[src/rtl/hazard_scoreboard_pkg.sv]
// Shared encodings for the scoreboard hazard controller: pipeline sizes, stage,
// source-use, forward-select and result-latency codes.
package hazard_pkg;

    localparam int NREG     = 32;
    localparam int RW       = 5;
    localparam int MULT_LAT = 5;
    localparam int DIV_LAT  = 10;
    localparam int MD_W     = $clog2(DIV_LAT + 1);

    // Stage a pending producer currently occupies
    typedef enum logic [1:0] {
        POS_E = 2'd0,
        POS_M = 2'd1,
        POS_W = 2'd2
    } pos_t;

    // Stage in which a D-stage instruction consumes a source operand
    typedef enum logic [1:0] {
        NEED_NONE = 2'd0,
        NEED_D    = 2'd1,
        NEED_E    = 2'd2
    } need_t;

    typedef enum logic [1:0] {
        FWD_RF = 2'd0,
        FWD_W  = 2'd1,
        FWD_M  = 2'd2
    } fwd_t;

    // Stage at the end of which a producer's result becomes available
    typedef enum logic [1:0] {
        LAT_M = 2'd1,
        LAT_W = 2'd2
    } lat_t;

endpackage

[src/rtl/hazard_scoreboard_if.sv]
// D/E-stage hazard bus between the pipeline control and the scoreboard.
// The pipeline side is the master; the scoreboard is the slave.
interface hazard_scoreboard_if;
    import hazard_pkg::*;

    logic [RW-1:0] d_rs;
    logic [RW-1:0] d_rt;
    logic [1:0]    d_need_rs;
    logic [1:0]    d_need_rt;
    logic          d_we;
    logic [RW-1:0] d_wreg;
    logic [1:0]    d_lat;
    logic          d_mdop;
    logic          e_md_start;
    logic          e_md_div;
    logic          flush;

    logic          stall;
    logic [1:0]    fwd_d_rs;
    logic [1:0]    fwd_d_rt;
    logic [1:0]    fwd_e_rs;
    logic [1:0]    fwd_e_rt;
    logic          md_busy;
    logic [31:0]   stall_cnt;

    modport master (
        output d_rs, d_rt, d_need_rs, d_need_rt, d_we, d_wreg, d_lat,
               d_mdop, e_md_start, e_md_div, flush,
        input  stall, fwd_d_rs, fwd_d_rt, fwd_e_rs, fwd_e_rt, md_busy, stall_cnt
    );

    modport slave (
        input  d_rs, d_rt, d_need_rs, d_need_rt, d_we, d_wreg, d_lat,
               d_mdop, e_md_start, e_md_div, flush,
        output stall, fwd_d_rs, fwd_d_rt, fwd_e_rs, fwd_e_rt, md_busy, stall_cnt
    );

endinterface

[src/rtl/hazard_scoreboard_md_counter.sv]
// Multiply/divide busy counter: loads the unit latency when an op starts in E
// and counts down to zero; busy while non-zero.
module hazard_md_counter
    import hazard_pkg::*;
(
    input  logic clk,
    input  logic reset,
    input  logic start,
    input  logic div,
    output logic busy
);

    logic [MD_W-1:0] cnt_p0;

    // Stage 0: remaining busy cycles (reset discards an in-flight op)
    always_ff @(posedge clk or posedge reset) begin
        if (reset) begin
            cnt_p0 <= '0;
        end else if (start) begin
            cnt_p0 <= div ? MD_W'(DIV_LAT) : MD_W'(MULT_LAT);
        end else if (cnt_p0 != '0) begin
            cnt_p0 <= cnt_p0 - MD_W'(1);
        end
    end

    assign busy = (cnt_p0 != '0);

endmodule

[src/rtl/hazard_scoreboard.sv]
// Scoreboard hazard/forwarding controller for the 5-stage pipeline.
// Optional stall-cycle counter is built when HAZ_STALL_CNT_EN is defined.
module hazard_scoreboard
    import hazard_pkg::*;
(
    input  logic                clk,
    input  logic                reset,
    hazard_scoreboard_if.slave  bus
);

    logic [NREG-1:0] pend_p0;
    logic [NREG-1:0] pend_nxt;
    pos_t            pos_p0 [NREG];
    logic [1:0]      rdy_p0 [NREG];

    logic       rs_live, rt_live;
    logic       rs_stall, rt_stall, md_stall;
    logic       stall, issue, wr_en;
    logic       md_busy;
    logic [1:0] fwd_e_rs_p1, fwd_e_rt_p1;

    function automatic logic src_live(input logic pend, input logic [RW-1:0] r,
                                      input logic [1:0] need);
        return pend && (r != '0) && ((need == NEED_D) || (need == NEED_E));
    endfunction

    // A source consumed in E gets one extra cycle for its producer to advance
    function automatic logic src_stall(input logic live, input pos_t pos,
                                       input logic [1:0] rdy, input logic [1:0] need);
        logic [2:0] at_use;
        at_use = {1'b0, pos} + ((need == NEED_E) ? 3'd1 : 3'd0);
        return live && (at_use < {1'b0, rdy});
    endfunction

    function automatic logic [1:0] stage_fwd(input logic [2:0] stage);
        case (stage)
            3'd1:    return FWD_M;
            3'd2:    return FWD_W;
            default: return FWD_RF;
        endcase
    endfunction

    always_comb begin
        rs_live  = src_live(pend_p0[bus.d_rs], bus.d_rs, bus.d_need_rs);
        rt_live  = src_live(pend_p0[bus.d_rt], bus.d_rt, bus.d_need_rt);
        rs_stall = src_stall(rs_live, pos_p0[bus.d_rs], rdy_p0[bus.d_rs], bus.d_need_rs);
        rt_stall = src_stall(rt_live, pos_p0[bus.d_rt], rdy_p0[bus.d_rt], bus.d_need_rt);
        md_stall = bus.d_mdop && (md_busy || bus.e_md_start);
        stall    = rs_stall || rt_stall || md_stall;
        issue    = !stall && !bus.flush;
        wr_en    = issue && bus.d_we && (bus.d_wreg != '0);
    end

    // Entries at W retire; flush drops the E and M producers; a new issue wins
    always_comb begin
        for (int i = 0; i < NREG; i++) begin
            pend_nxt[i] = pend_p0[i] && (pos_p0[i] != POS_W) && !bus.flush;
        end
        if (wr_en) begin
            pend_nxt[bus.d_wreg] = 1'b1;
        end
    end

    // Stage 0: pending flags and E-stage forward selects
    always_ff @(posedge clk or posedge reset) begin
        if (reset) begin
            pend_p0     <= '0;
            fwd_e_rs_p1 <= FWD_RF;
            fwd_e_rt_p1 <= FWD_RF;
        end else begin
            pend_p0     <= pend_nxt;
            fwd_e_rs_p1 <= (issue && rs_live)
                           ? stage_fwd({1'b0, pos_p0[bus.d_rs]} + 3'd1) : FWD_RF;
            fwd_e_rt_p1 <= (issue && rt_live)
                           ? stage_fwd({1'b0, pos_p0[bus.d_rt]} + 3'd1) : FWD_RF;
        end
    end

    // Stage 0: producer position/latency, meaningful only where pend_p0 is set
    always_ff @(posedge clk) begin
        for (int i = 0; i < NREG; i++) begin
            if (wr_en && (bus.d_wreg == RW'(i))) begin
                pos_p0[i] <= POS_E;
                rdy_p0[i] <= bus.d_lat;
            end else begin
                case (pos_p0[i])
                    POS_E:   pos_p0[i] <= POS_M;
                    POS_M:   pos_p0[i] <= POS_W;
                    default: pos_p0[i] <= POS_W;
                endcase
            end
        end
    end

    hazard_md_counter u_md_counter (
        .clk   (clk),
        .reset (reset),
        .start (bus.e_md_start),
        .div   (bus.e_md_div),
        .busy  (md_busy)
    );

`ifdef HAZ_STALL_CNT_EN
    logic [31:0] stall_cnt_p0;

    always_ff @(posedge clk or posedge reset) begin
        if (reset) begin
            stall_cnt_p0 <= '0;
        end else if (stall && !bus.flush) begin
            stall_cnt_p0 <= stall_cnt_p0 + 32'd1;
        end
    end

    assign bus.stall_cnt = stall_cnt_p0;
`else
    assign bus.stall_cnt = 32'd0;
`endif

    assign bus.stall    = stall;
    assign bus.fwd_d_rs = rs_live ? stage_fwd({1'b0, pos_p0[bus.d_rs]}) : FWD_RF;
    assign bus.fwd_d_rt = rt_live ? stage_fwd({1'b0, pos_p0[bus.d_rt]}) : FWD_RF;
    assign bus.fwd_e_rs = fwd_e_rs_p1;
    assign bus.fwd_e_rt = fwd_e_rt_p1;
    assign bus.md_busy  = md_busy;

endmodule
[src/flat_wrapper.sv]
// flat-port wrapper written by rule: the top's interface ports become plain ports
module hazard_scoreboard_flat import hazard_pkg::*;
  (clk, reset, bus_d_rs, bus_d_rt, bus_d_need_rs, bus_d_need_rt, bus_d_we, bus_d_wreg, bus_d_lat, bus_d_mdop, bus_e_md_start, bus_e_md_div, bus_flush, bus_stall, bus_fwd_d_rs, bus_fwd_d_rt, bus_fwd_e_rs, bus_fwd_e_rt, bus_md_busy, bus_stall_cnt);
  hazard_scoreboard_if bus_i ();
  input  logic clk;
  input  logic reset;
  input wire logic [$bits(bus_i.d_rs)-1:0] bus_d_rs;
  input wire logic [$bits(bus_i.d_rt)-1:0] bus_d_rt;
  input wire logic [$bits(bus_i.d_need_rs)-1:0] bus_d_need_rs;
  input wire logic [$bits(bus_i.d_need_rt)-1:0] bus_d_need_rt;
  input wire logic [$bits(bus_i.d_we)-1:0] bus_d_we;
  input wire logic [$bits(bus_i.d_wreg)-1:0] bus_d_wreg;
  input wire logic [$bits(bus_i.d_lat)-1:0] bus_d_lat;
  input wire logic [$bits(bus_i.d_mdop)-1:0] bus_d_mdop;
  input wire logic [$bits(bus_i.e_md_start)-1:0] bus_e_md_start;
  input wire logic [$bits(bus_i.e_md_div)-1:0] bus_e_md_div;
  input wire logic [$bits(bus_i.flush)-1:0] bus_flush;
  output wire logic [$bits(bus_i.stall)-1:0] bus_stall;
  output wire logic [$bits(bus_i.fwd_d_rs)-1:0] bus_fwd_d_rs;
  output wire logic [$bits(bus_i.fwd_d_rt)-1:0] bus_fwd_d_rt;
  output wire logic [$bits(bus_i.fwd_e_rs)-1:0] bus_fwd_e_rs;
  output wire logic [$bits(bus_i.fwd_e_rt)-1:0] bus_fwd_e_rt;
  output wire logic [$bits(bus_i.md_busy)-1:0] bus_md_busy;
  output wire logic [$bits(bus_i.stall_cnt)-1:0] bus_stall_cnt;
  assign bus_i.d_rs = bus_d_rs;
  assign bus_i.d_rt = bus_d_rt;
  assign bus_i.d_need_rs = bus_d_need_rs;
  assign bus_i.d_need_rt = bus_d_need_rt;
  assign bus_i.d_we = bus_d_we;
  assign bus_i.d_wreg = bus_d_wreg;
  assign bus_i.d_lat = bus_d_lat;
  assign bus_i.d_mdop = bus_d_mdop;
  assign bus_i.e_md_start = bus_e_md_start;
  assign bus_i.e_md_div = bus_e_md_div;
  assign bus_i.flush = bus_flush;
  assign bus_stall = bus_i.stall;
  assign bus_fwd_d_rs = bus_i.fwd_d_rs;
  assign bus_fwd_d_rt = bus_i.fwd_d_rt;
  assign bus_fwd_e_rs = bus_i.fwd_e_rs;
  assign bus_fwd_e_rt = bus_i.fwd_e_rt;
  assign bus_md_busy = bus_i.md_busy;
  assign bus_stall_cnt = bus_i.stall_cnt;
  hazard_scoreboard u_core (.clk(clk), .reset(reset), .bus(bus_i));
endmodule
[config.mk]
export PLATFORM = sky130hd
export DESIGN_NAME = hazard_scoreboard_flat
export DESIGN_NICKNAME = d
export VERILOG_FILES = /design/src/rtl/hazard_scoreboard_pkg.sv /design/src/rtl/hazard_scoreboard_if.sv /design/src/rtl/hazard_scoreboard_md_counter.sv /design/src/rtl/hazard_scoreboard.sv /design/src/flat_wrapper.sv
export SDC_FILE = /design/constraint.sdc
export NUM_CORES = 1
export LEC_CHECK = 0
export CAP_MARGIN = 20
export CORE_UTILIZATION = 60
export CTS_CLUSTER_SIZE = 8
export DETAILED_ROUTE_END_ITERATION = 12
export PLACE_DENSITY = 0.88
export SKIP_LAST_GASP = 1
export SLEW_MARGIN = 20
export SYNTH_ARGS = -nofsm -noshare
export SYNTH_HDL_FRONTEND = slang
export SYNTH_SLANG_ARGS = --single-unit
[constraint.sdc]
create_clock -name clk -period 7.43 [get_ports clk]
set_input_delay 1.486 -clock clk [delete_from_list [all_inputs] [get_ports clk]]
set_output_delay 1.486 -clock clk [all_outputs]
set_load 0.02 [all_outputs]
==> reports/results.txt, run 1 <==
status: finished, final reports clean
met3 Track Usage GR: 0.0718
worst-margin pin slew: 1.16 ns
CP Capture Type: output pin
Max-Cap Viols: 0
pwr dens: 205 nW/µm²
Yosys top cell area share: 0.394
Synth async-reset ratio: 0.234
CP Max Fanout: 18
FF+latch count, synth: 167
Post-synth EDFFs: 128
XOR/XNOR share of the synthesized area: 0.00180
initial DRC count: 1,160
drt drc: 0
Leak Pwr: 0.00393 µW
final hold vios: 0
Clock Skew: 0.0170 ns
R2R Setup Slk: 2.69 ns
largest net degree at the start of global routing: 90
Placed Area: 10,300 µm²
Rows: 46
Slew headroom: 0.227
main combinational cell family by area after synthesis: multiplexers
die height: 129 µm
CTS Hold Bufs: 0
Max stage delay on crit path: 0.59 ns
Final Wtd Congestion: 0.944
synthesis-to-finish area growth: 11.9%
DR vias: 7,036
die area: 16,800 µm²
Max Slew Vio Count: 0
placeable core area: 15,900 µm²
Post-CTS Resized: 0
adder-cell share of the synthesized area: 0.0144
CP Cell Sequence: buf_2 -> buf_4 -> mux4_2 -> mux4_2 -> mux2i_1 -> fa_1 -> nand2b_1 -> nor3b_1 -> o311a_1 -> o32a_2 -> inv_2 -> clkdlybuf4s50_1
RSZ-0062 raised after global routing: false
# IOs: 70
largest cells by area after synthesis: edfxtp_1 (39%), mux4_2 (19%), dfrtp_1 (10%)
clock root cell: clkbuf_16
Initial Util: 0.613
max frequency: 139 MHz
H-tree depth: 4
Place WS: 0.255 ns
Min Clock Period, post-route: 7.17 ns
CTS buffer count: 17
Via density: 6.75
Port Buf Inserts: 37
nets@finish: 852
complex-gate fraction of the synthesized area: 0.0865
# diodes: 0
fin crit share: 0.966
Synth Area in Simple Gates: 0.121
sequential fraction of the synthesis area: 0.495
Setup WS post-layout: 0.256 ns
Sink Count: 167
Avg Inst Size Synth: 13.3 µm²
Synthesis Warnings: 0
busiest metal layer after global routing: met2
mux share of post-synthesis cell area: 0.224
met2 track demand over resource: 0.495
Critical path origin: bus_d_rt[0]
final WL: 25.1 mm
first-pass GRT wire length: 38.2 mm
synthesized instance count: 732
Unique masters post-synth: 52
Syn Std Cell Area: 9740 µm²
grt total ovfl: 0
r2r startpoint: u_core.pos_p0[14][0]
crit path kind: input pin to output pin
Setup-failing EPs final: 0
most frequent CP cell: mux4_2
vias in the first global route: 6,728
count leader, synth: edfxtp_1
worst hold start: u_core.pend_p0[15]
Final HPWL DP: 17.5 mm
layout cells sized above 1: 0.180
crit start category: input pin
clock latency on the worst-skew pair: 0.44 ns
WP data arrival: 5.69 ns
Post-synth top flop: edfxtp_1
synth cell count leaders: edfxtp_1 (128), mux4_2 (82), nor2_1 (60), nand2_1 (41), dfrtp_1 (39)
post-route design area: 10,900 µm²
routed len/inst: 24.0 µm
WP data required: 5.94 ns
CTS max path bufs: 2
Hold Path Class: flop to flop
First-pass DRT Iterations: 5
Synth area leader: edfxtp_1
GR Util met1: 0.425
initial antenna violation count: 0
CP max stage cell: clkdlybuf4s50_1
chip width: 129 µm
Worst VDD drop: 0.171 mV
TritonCTS clock tree: built
Post-DRT Antenna Nets: 0
clk slew on worst S/H paths: 0.06 ns
Post-CTS Setup Inserts: 0
setup TNS: 0 ns
GRT Overall Usage: 0.316
## final cells by class
| type | instances | area (µm²) |
|---|---|---|
| Inverter | 11 | 41.3 |
| Tap cell | 216 | 270 |
| Timing Repair Buffer | 52 | 453 |
| Clock inverter | 13 | 134 |
| Multi-Input combinational cell | 565 | 4750 |
| Clock buffer | 19 | 433 |
| Sequential cell | 167 | 4820 |
| Fill cell | 1068 | 4980 |
## flip-flops by register name (all words and copies together) (netlist names)
signal and count:
u_core.pos_p0 64, u_core.rdy_p0 64, u_core.pend_p0 31, u_core.u_md_counter.cnt_p0 4, u_core.bus.fwd_e_rs 2, u_core.bus.fwd_e_rt 2
## worst max-delay path: cells and delay by family
kind	cells	cell delay [ns]
and+or+nand+nor	2	0.20
AOI/OAI and AO/OA	2	0.76
adders and majority gates	1	0.44
buffers and inverters	4	1.53
muxes	3	1.25
## layer usage
layer / wire length [µm] / up-vias
met3: 2860 / 85
met1: 9430 / 3479
li1: - / 2892
met5: 0 / -
met4: 972 / 0
met2: 11800 / 580
## power breakdown
group / leakage (µW) / internal, µW / total (µW) / switching, µW
Combinational: 0.00196 / 125 / 324 / 199
Sequential: 0.00171 / 1030 / 1060 / 25.4
Clock: 0.000261 / 492 / 858 / 366
Total: 0.00393 / 1650 / 2240 / 591
## cell usage in the layout (no fill, tap or decap), drive strengths merged, types with 2 or more instances in the layout
cell,instances
a221oi,4
mux4,82
fa,2
nor2,60
mux2i,25
nand2,41
clkdlybuf4s50,31
dfrtp,39
a21oi,10
clkinvlp,6
nand3b,33
o22a,14
and2,6
nor2b,9
inv,11
ha,8
o31ai,2
nor4,3
a21boi,8
a311oi,15
o21a,11
mux2,8
a31oi,10
bufinv,2
buf,21
and3,4
a22oi,4
nand2b,38
conb,98
nor3b,10
nand3,3
clkinv,5
o21ai,34
xnor2,2
a2111oi,2
edfxtp,128
clkbuf,19
nor3,7
## logic make-up (layout without fill, tap and decap cells)
logic type	after synthesis	count (layout)
AND/OR/NAND/NOR	219	219
flip-flops	167	167
AO/OA/AOI/OAI	121	121
multiplexers	115	115
buffers and inverters	96	95
adder cells (fa/ha/maj)	10	10
other	2	98
XOR/XNOR	2	2
## final timing paths
check / end / depth (start not counted)
setup / recovery: bus_stall / 12
hold / removal: u_core.pend_p0[15] / 2
setup reg to reg: u_core.rdy_p0[19][1] / 11
hold reg to reg: u_core.pend_p0[15] / 2
max in group asynchronous: u_core.pend_p0[18] / 3
min in group asynchronous: u_core.pend_p0[13] / 3
## metrics by stage
stage	hold slack, ns	power (µW)	util	instances
after floorplan	0.491	1310	-	828
after global placement	0.513	1380	0.651	1011
after detailed placement	0.528	1390	0.651	1011
after CTS	0.545	2230	0.686	1043
after global routing	0.561	2290	0.687	1043
final	0.548	2240	0.687	1043
No activity file was read; power rests on OpenSTA's default activity.
==> run 2, diff against run 1 <==
- CORE_UTILIZATION: 60 -> 45
- GPL_TIMING_DRIVEN: default -> 0
- PLACE_DENSITY: 0.88 -> 0.71
==> run 2 against run 1 <==
  * Combinational power rose by 13%
  * Clock-buffer cell count did not move
  * Register-to-register slack improved by 0.46 ns
  * Critical path depth rose by 2
  * First-iteration DRC count fell by 13%
  * Sequential share of layout area fell by 1.8 points
==> reports/results.txt, run 2 (synthesis results as in run 1) <==
status: finished, final reports clean
clock network power share: 0.378
Via density: 5.95
TritonCTS clock tree: built
Max Slew Vio Count: 0
R2R Setup Slk: 3.15 ns
FF+latch area: 4820 µm²
die area: 22,200 µm²
Port Buf Inserts: 29
worst hold start: u_core.pend_p0[3]
# IOs: 70
chip width: 149 µm
fin util: 0.537
CTS max path bufs: 2
sw frac: 0.267
Top Registers: u_core.pos_p0 (64), u_core.rdy_p0 (64), u_core.pend_p0 (31)
Sink Count: 167
DR vias: 6,931
setup TNS: 0 ns
part of the power in registers: 0.462
initial DRC count: 1,013
commonest non-fill, non-tap cell in the layout: edfxtp_1
worst-margin pin slew: 1.09 ns
Setup-failing EPs final: 0
most frequent cells in the layout: edfxtp_1 (128), conb_1 (98), mux4_2 (82)
Slew headroom: 0.273
vias in the first global route: 6,672
Clock Skew: 0.0155 ns
GRT Overall Usage: 0.248
Power Internal: 1670 µW
WP data arrival: 5.77 ns
CP Capture Type: output pin
WP data required: 5.94 ns
fillers: 1,794
routed len/inst: 22.6 µm
Min Clock Period, post-route: 7.26 ns
R2R Path End: u_core.pos_p0[2][1]
final hold vios: 0
clk slew on worst S/H paths: 0.06 ns
H-tree depth: 4
# diodes: 0
Final Hold Slack: 0.543 ns
Leak Pwr: 0.00417 µW
r2r startpoint: u_core.pos_p0[15][0]
final WL: 26.3 mm
Rows: 53
largest net degree at the start of global routing: 33
layout cells sized above 1: 0.216
die height: 149 µm
RSZ-0062 raised after global routing: false
drt drc: 0
CTS buffer count: 17
CP Max Fanout: 18
grt total ovfl: 0
initial antenna violation count: 0
Final Wtd Congestion: 0.924
WHS Endpoint: u_core.pend_p0[3]
clock latency on the worst-skew pair: 0.44 ns
worst hold path stage count: 2
Worst VDD drop: 0.129 mV
Hold Path Class: flop to flop
Initial Util: 0.461
Setup WS post-layout: 0.170 ns
Max-Cap Viols: 0
max frequency: 138 MHz
Post-DRT Antenna Nets: 0
worst r2r path cells: 11
Final HPWL DP: 19.9 mm
combinational power share: 0.160
placeable core area: 21,200 µm²
fin crit share: 0.977
First-pass DRT Iterations: 5
crit path kind: input pin to output pin
Place WS: -1.01 ns
dpl cells: 1,133
crit start category: input pin
CTS Hold Bufs: 0
nets@finish: 915
post-route non-filler standard cell count: 1,165
clock root cell: clkbuf_16
NetSw: 609 µW
area of the multi-input gates: 4750 µm²
synthesis-to-finish area growth: 16.6%
first-pass GRT wire length: 39.6 mm
pwr dens: 200 nW/µm²
==> run 2: cell count changes in the layout (fill, tap and decap cells not counted), moves of 2 or more <==
cell and change:
clkbuf_1 +19, buf_4 +24, clkdlybuf4s50_1 -5, clkinv_2 -3, clkinv_1 +3, buf_6 +4, clkinv_4 +2, buf_1 +3
clkinvlp_4 -2, buf_2 +13
==> run 2: critical path, stage by stage <==
cell	delay [ns]
clkdlybuf4s50_1	0.53
buf_4	0.23
buf_6	0.21
buf_4	0.24
mux4_2	0.36
mux4_2	0.48
mux2_2	0.32
ha_1	0.24
fa_1	0.51
nand3b_1	0.08
a2111oi_1	0.41
o32a_2	0.30
inv_4	0.11
clkdlybuf4s15_2	0.27
==> run 2: power groups by stage <==
stage / clock (µW) / sequential, µW / combinational, µW
after floorplan: 0 / 1060 / 249
after global placement: 0 / 1070 / 353
after detailed placement: 0 / 1070 / 357
after CTS: 863 / 1050 / 359
after global routing: 895 / 1060 / 391
final: 860 / 1050 / 365
==> run 2: routing by layer <==
metal	global-route usage	share of wire	wire, µm	vias up
met5	0	0	0	-
met4	0.113	0.034	906	0
met3	0.0535	0.10	2630	60
met2	0.376	0.46	12000	442
met1	0.344	0.41	10800	3416
li1	-	-	-	3013
==> run 2: what timing repair did <==
| action | in CTS | in global routing |
|---|---|---|
| endpoints found under the setup margin | 1 | 1 |
| buffers inserted | 1 | 0 |
| gates resized for setup | 14 | 5 |
==> run 2: worst max-delay path by stage <==
stage / start / endpoint / slack (ns) / depth (start not counted)
2_1_floorplan: bus_d_rt[1] / bus_stall / 0.88 / 15
3_3_place_gp: bus_d_rs[1] / bus_stall / -0.96 / 15
3_5_place_dp: bus_d_rs[1] / bus_stall / -1.01 / 15
4_1_cts: bus_d_rs[1] / bus_stall / 0.003 / 15
5_1_grt: bus_d_rt[0] / bus_stall / 0.008 / 16
6_report: bus_d_rs[1] / bus_stall / 0.17 / 14
==> run 2: per-stage QoR <==
step	total power, µW	cell area, µm²
after global routing	2340	11400
after detailed placement	1430	10800
after floorplan	1310	10100
after CTS	2270	11400
after global placement	1420	10700
final	2280	11400
==> run 2: layout make-up <==
| class | instances | share of cell area |
|---|---|---|
| clock inverters | 13 | 0.0117 |
| well taps | 275 | 0.0303 |
| repair buffers | 31 | 0.0276 |
| inverters | 11 | 0.00385 |
| flip-flops and latches | 167 | 0.424 |
| plain buffers | 84 | 0.0463 |
| clock buffers | 19 | 0.0381 |
| multi-input cells | 565 | 0.418 |
